## src/rtl/bp_pkg.sv

```systemverilog
// Shared definitions for the gshare branch predictor: FSM states and counter helpers.
package bp_pkg;

  typedef enum logic {
    ST_INIT,
    ST_RUN
  } bp_state_e;

  // Counters are handled at the widest legal width (4) and truncated by the caller.
  function automatic logic [3:0] WEAK_NT(input int unsigned cnt_w);
    return 4'((1 << (cnt_w - 1)) - 1);
  endfunction

  function automatic logic [3:0] CNT_MAX(input int unsigned cnt_w);
    return 4'((1 << cnt_w) - 1);
  endfunction

  // Saturating up/down step of a direction counter.
  function automatic logic [3:0] sat_next(input logic [3:0] cnt, input logic taken,
                                          input int unsigned cnt_w);
    logic [3:0] res;
    res = cnt;
    if (taken) begin
      if (cnt != CNT_MAX(cnt_w)) res = cnt + 4'd1;
    end else begin
      if (cnt != 4'd0) res = cnt - 4'd1;
    end
    return res;
  endfunction

endpackage

```

## src/rtl/pht_ram.sv

```systemverilog
// Pattern history table storage: one async read port, one sync write port, no reset.
module pht_ram #(
  parameter int unsigned IDX_W = 8,
  parameter int unsigned CNT_W = 2
) (
  input  logic             clk,
  input  logic             we,
  input  logic [IDX_W-1:0] waddr,
  input  logic [CNT_W-1:0] wdata,
  input  logic [IDX_W-1:0] raddr,
  output logic [CNT_W-1:0] rdata
);

  logic [CNT_W-1:0] mem [2**IDX_W];

  // Synchronous write; contents are initialised by the owner's sweep.
  always_ff @(posedge clk) begin
    if (we) mem[waddr] <= wdata;
  end

  assign rdata = mem[raddr];

endmodule

```

## src/rtl/gshare_predictor.sv

```systemverilog
// gshare direction predictor: PC xor speculative GHR indexes a table of saturating counters.
module gshare_predictor
  import bp_pkg::*;
#(
  parameter int unsigned IDX_W = 8,
  parameter int unsigned GHR_W = 8,
  parameter int unsigned CNT_W = 2
) (
  input  logic             clk,
  input  logic             rst_n,
  input  logic             PL_stall,
  input  logic             PL_flush,
  input  logic             pred_valid,
  input  logic [31:0]      pred_pc,
  output logic             pred_taken,
  output logic [IDX_W-1:0] pred_idx,
  output logic [GHR_W-1:0] pred_ghr,
  input  logic             upd_valid,
  input  logic [IDX_W-1:0] upd_idx,
  input  logic [GHR_W-1:0] upd_ghr,
  input  logic             upd_taken,
  input  logic             upd_mispredict,
  output logic             init_busy
);

  if (GHR_W < 1 || GHR_W > IDX_W) begin : g_bad_ghr_w
    $error("GHR_W must be in 1..IDX_W");
  end
  if (CNT_W < 2 || CNT_W > 4) begin : g_bad_cnt_w
    $error("CNT_W must be in 2..4");
  end

  bp_state_e        state_q, state_d;
  logic [IDX_W-1:0] init_ptr_q, init_ptr_d;
  logic [GHR_W-1:0] ghr_q, ghr_d;

  logic             we;
  logic [IDX_W-1:0] waddr;
  logic [CNT_W-1:0] wdata;
  logic [CNT_W-1:0] pred_cnt;
  logic [CNT_W-1:0] upd_cnt;

  logic unused_pc;
  assign unused_pc = ^{pred_pc[31:IDX_W+2], pred_pc[1:0]};

  assign pred_idx   = pred_pc[IDX_W+1:2] ^ IDX_W'(ghr_q);
  assign pred_ghr   = ghr_q;
  assign init_busy  = (state_q == ST_INIT);
  assign pred_taken = (state_q == ST_RUN) & pred_cnt[CNT_W-1];

  // Two identical copies give the prediction and the update each their own read port.
  pht_ram #(.IDX_W(IDX_W), .CNT_W(CNT_W)) u_pht_pred (
    .clk   (clk),
    .we    (we),
    .waddr (waddr),
    .wdata (wdata),
    .raddr (pred_idx),
    .rdata (pred_cnt)
  );

  pht_ram #(.IDX_W(IDX_W), .CNT_W(CNT_W)) u_pht_upd (
    .clk   (clk),
    .we    (we),
    .waddr (waddr),
    .wdata (wdata),
    .raddr (upd_idx),
    .rdata (upd_cnt)
  );

  // Next-state: sweep in INIT, then counter updates and GHR shift/restore in RUN.
  always_comb begin
    state_d    = state_q;
    init_ptr_d = init_ptr_q;
    ghr_d      = ghr_q;
    we         = 1'b0;
    waddr      = upd_idx;
    wdata      = CNT_W'(sat_next(4'(upd_cnt), upd_taken, CNT_W));
    unique case (state_q)
      ST_INIT: begin
        we         = 1'b1;
        waddr      = init_ptr_q;
        wdata      = CNT_W'(WEAK_NT(CNT_W));
        init_ptr_d = init_ptr_q + IDX_W'(1);
        if (init_ptr_q == '1) state_d = ST_RUN;
      end
      ST_RUN: begin
        we = upd_valid;
        // A resolved mispredict overrides any speculative shift this cycle.
        if (upd_valid && upd_mispredict) begin
          ghr_d = GHR_W'({upd_ghr, upd_taken});
        end else if (pred_valid && !PL_stall && !PL_flush) begin
          ghr_d = GHR_W'({ghr_q, pred_taken});
        end
      end
      default: state_d = ST_INIT;
    endcase
  end

  // State, sweep pointer and history registers.
  always_ff @(posedge clk or negedge rst_n) begin
    if (!rst_n) begin
      state_q    <= ST_INIT;
      init_ptr_q <= '0;
      ghr_q      <= '0;
    end else begin
      state_q    <= state_d;
      init_ptr_q <= init_ptr_d;
      ghr_q      <= ghr_d;
    end
  end

endmodule

```

## config.mk

```make
export PLATFORM = sky130hd
export DESIGN_NAME = gshare_predictor
export DESIGN_NICKNAME = d
export VERILOG_FILES = /design/src/rtl/bp_pkg.sv /design/src/rtl/pht_ram.sv /design/src/rtl/gshare_predictor.sv
export SDC_FILE = /design/constraint.sdc
export NUM_CORES = 1
export LEC_CHECK = 0
export ABC_CLOCK_PERIOD_IN_PS = 32500
export BUFFER_PORTS_ARGS = -buffer_cell sky130_fd_sc_hd__buf_4
export CORE_ASPECT_RATIO = 1.1
export CORE_MARGIN = 2
export CORE_UTILIZATION = 33
export DETAILED_ROUTE_END_ITERATION = 10
export GPL_TIMING_DRIVEN = 0
export HOLD_SLACK_MARGIN = 0.12
export SLEW_MARGIN = 20
export SYNTH_ARGS = -nofsm -noshare
export SYNTH_HDL_FRONTEND = slang
export SYNTH_SLANG_ARGS = --single-unit
```

## constraint.sdc

```tcl
create_clock -name clk -period 32.5 [get_ports clk]
set_input_delay 3.25 -clock clk [delete_from_list [all_inputs] [get_ports clk]]
set_output_delay 3.25 -clock clk [all_outputs]
set_load 0.01 [all_outputs]
```

==> flow_results.org <==
** Worst setup path
- Critical Path RT :: around 29 ns
- WP data arrival :: roughly 7.2 ns
- Among cell families on the critical path, the largest total delay comes from buffers and inverters.
- Along the worst path, the maximum fanout reaches 10.
- Most frequent cell on the critical path :: buf_4
- The slowest stage of the critical path belongs to the cell clkbuf_1.
- STA classifies the critical path endpoint as an output pin.
- Total buffers and inverters traversed by the critical path :: 5
- STA classifies the critical path startpoint as an input pin.
- Biggest cell delay along the critical path :: between 0.8 and 0.9 ns
- Sequence of cells on the critical path :: buf_4 -> xnor2_2 -> buf_6 -> inv_1 -> nor2_1 -> clkbuf_1 -> a22oi_1 -> a21oi_1 -> o21ai_0 -> nand4_1 -> and4_1 -> buf_4
- Setup CP Type :: in2out

** CTS
- H-tree depth :: 2
- Number of buffers inserted to repair setup after CTS :: 0
- CTS sink cnt :: 529
- Count of instances resized after the clock tree is built :: 0
- Number of buffers created by CTS :: 54
- Clock transition at the registers of the reported paths :: 0.06 ns
- Clock tree from TritonCTS :: built
- No sink is reached through more buffers than the 3 on the longest clock path.
- Quantity of hold-fixing buffers added after cts :: 0
- CTS placed an instance of clkbuf_16 at the clock tree root.
- Skew-Pair Late Insertion Delay :: 0.62 ns

** Floorplanning
- Number of core rows :: roughly 100
- Die Span X :: around 260 µm
- Area enclosed by the die boundary :: about 0.076 mm²
- I/O pin total :: 74
- Core ar. :: about 0.073 mm²
- For this configuration, the core starts out at a cell density of 0.3322.
- The die is 288.3 µm tall.

** Timing
- Setup violations remaining at the end of the flow were counted as 0.
- Unrepaired setup endpoints after global routing :: no
- Worst hold margin :: around 0.54 ns
- Fin crit share :: 0.3223
- Clock skew on the completed layout was measured at about 0.025 ns.
- After routing, the total negative slack on setup checks comes to 0 ns.
- Final worst path period need :: ~10 ns
- Highest Clock Rate :: 95.47 MHz
- Number of hold-slack violations in the final timing report :: 0
- Relative slew slack :: 0.1230
- The total count of max-transition violations in the final report came to 0.
- At the pin with the least slew margin, the transition time is approximately 1.3 ns.

** Placement
- Final Wtd Congestion :: ~0.91
- Port Buffers :: 45
- Detailed placement ended at an HPWL of about 55000 µm.

** Cells and area
- Signed area change from the synthesized netlist to the final layout :: 16.12%
- At the end of the flow, the number of nets in the layout was between 1500 and 2000.
- Ratio of cells with drive above 1 in the final layout :: 0.2216
- At the end of the flow the core is filled with cells to 0.3858.

** Global routing
- Overall overflow remaining after global route :: 0
- Overall track demand over capacity in global routing :: 0.2113
- The number of global-route vias before repair is between 15000 and 20000.
- The first global-routing pass estimated ~110000 µm of wire.
- Maximum number of pins on one net before global-route repair :: 35
- Number of antenna violations at the first check in global routing :: 1

** Hold path
- The min-delay analysis places its worst path in the category reg2reg.

** Detailed routing
- Wires add up to around 80000 µm.
- In this run the remaining antenna-violating nets after routing total 0.
- Per-cell routed wire length :: just over 30 µm
- Using the TritonRoute via totals, the vias-per-cell ratio works out to 5.994.
- The first TritonRoute pass finished after 7 iterations.
- Drt first-iter violations :: between 2000 and 2500
- For this block, the via count after detailed routing is around 16000.
- After detailed routing, the number of remaining DRC violations is 0.

** Synthesis
- Counting flops with an async set or reset pin after synthesis yields a share of 0.03214.
- EDFF count, synth :: around 510
- The number of nets in the synthesized netlist is around 1600.
- Synth Instances :: 1549
- Post-synth top area share :: 0.6340
- Flip-flop and latch count after synthesis :: 529
- Count of different cell masters after synthesis :: 65
- In the post-synthesis netlist, the cell with the most instances is edfxtp_1.
- Largest cells by area after synthesis :: edfxtp_1 63%, mux4_2 13%, nor2_1 4.6%
- After synthesis, the mean cell area works out to around 16 µm².
- For this run, the register share of the synthesized area comes to 0.6515.
- For this run, the number of Yosys warnings is 0.
- For this run, the leading register cell type out of synthesis is edfxtp_1.
- Largest area contributor in the netlist :: edfxtp_1
- Synth Cell Area :: roughly 0.024 mm²
- The commonest cells after synthesis are 512 x edfxtp_1, 294 x nor2_1, 145 x mux4_2, 85 x mux2i_1, 76 x nand2_1.

** Outcome
- Outcome :: finished, final reports clean

** Power
- P per Cell Area :: just over 50 mW/mm²
- VDD sags by at most 42.44 µV.
- Static Leakage :: 8.867 nW

** Flow run
- Across the run, the number of max-cap violations was 0.
[cell families after synthesis]
group | Yosys count | synth area share
muxes | 264 | 0.1861
and+or+nand+nor | 426 | 0.07166
adders and majority gates | 1 | 0.0005158
xor gates and xnor gates | 15 | 0.005727
DFF | 529 | 0.6515
buffers and inverters | 122 | 0.02714
AOI/OAI and AO/OA | 192 | 0.05732
[path summary, 6_finish.rpt]
check,from,endpoint,slack [ns],depth (start not counted)
min reg2reg,init_ptr_q[7],init_ptr_q[7],0.54,1
min,init_ptr_q[7],init_ptr_q[7],0.54,1
max reg2reg,u_pht_upd.mem[186][1],u_pht_upd.mem[144][0],28.11,12
max in group asynchronous,rst_n,pred_ghr[4],29.78,1
min in group asynchronous,rst_n,pred_ghr[5],2.50,1
max,pred_pc[4],pred_taken,22.03,12
[worst register-to-register path, cell delays in order (launching register included)]
cell and delay [ns]:
edfxtp_1 0.40, mux4_2 0.51, mux4_2 0.52, mux2i_1 0.16, nor2_1 0.07, nor4_2 0.51, a211oi_2 0.14, a2111oi_0 0.69
a31oi_4 0.27, buf_16 0.29, buf_16 0.17, buf_16 0.18, buf_16 0.18
[placed cells by master, fill, tap and decap left out, types with 8 or more instances in the layout]
cell       Yosys  layout
buf_2         16      16
mux2_1        12      12
nor2_1       294     292
o31ai_1        9       9
buf_6         19      23
mux2i_1       85      85
a21oi_1       22      21
o21ai_0       17      17
clkinv_1       2      15
mux4_2       145     145
nand3_1       11      11
clkbuf_2       0      12
clkbuf_16      0      55
nand2_1       76      76
o22ai_1       40      40
buf_16         0      17
dfrtp_1       17      17
clkbuf_1      58      58
buf_1          9       9
mux2_2        21      21
a211oi_1      10      10
edfxtp_1     512     512
buf_4          6      51
a22oi_1       11      11
inv_1          9       9
nor3_1        12      12
xnor2_1       10       8
o221ai_1      38      38
[power breakdown]
part           total [mW]  switching, mW  internal [mW]  leakage [nW]
clock               0.629          0.265          0.364         0.853
sequential          0.736       0.000119          0.736          4.82
combinational      0.0977         0.0601         0.0376          3.20
total                1.46          0.325           1.14          8.87
[per-layer routing]
layer  up-vias  wire [µm]  GRT usage  share of wire
li1       6423          -          -              -
met1      8212      29630     0.2695           0.37
met2      1142      37930     0.3465           0.47
met3       224       8653    0.04170           0.11
met4         2       4496     0.1062          0.056
met5         -         13          0        0.00016
[layout make-up]
type / instances / area (µm²)
diodes: 1 / 2.502
plain buffers: 110 / 628.1
clock buffers: 67 / 1421
clock inverters: 31 / 330.3
fillers: 6755 / 44840
inverters: 12 / 45.04
multi-input cells: 898 / 7859
flip-flops and latches: 529 / 15800
well taps: 954 / 1194
repair buffers: 68 / 880.8
[through the flow]
step,std cells,total power [mW],setup WS (ns),cell area [µm²]
6_report,2670,1.463,22.03,28160
5_1_grt,2669,1.495,22.10,28160
4_1_cts,2669,1.467,22.17,28160
3_5_place_dp,2571,0.8472,22.19,26410
3_3_place_gp,2548,0.8451,9.667,25780
2_1_floorplan,1549,0.8087,18.38,24250
[state kept, by name (all words and copies together), names as in the netlist]
register,cells
u_pht_pred.mem,2
init_ptr_q,8
pred_ghr,8
u_pht_upd.mem,510
state_q,1
Power figures use the tool's default switching activity.
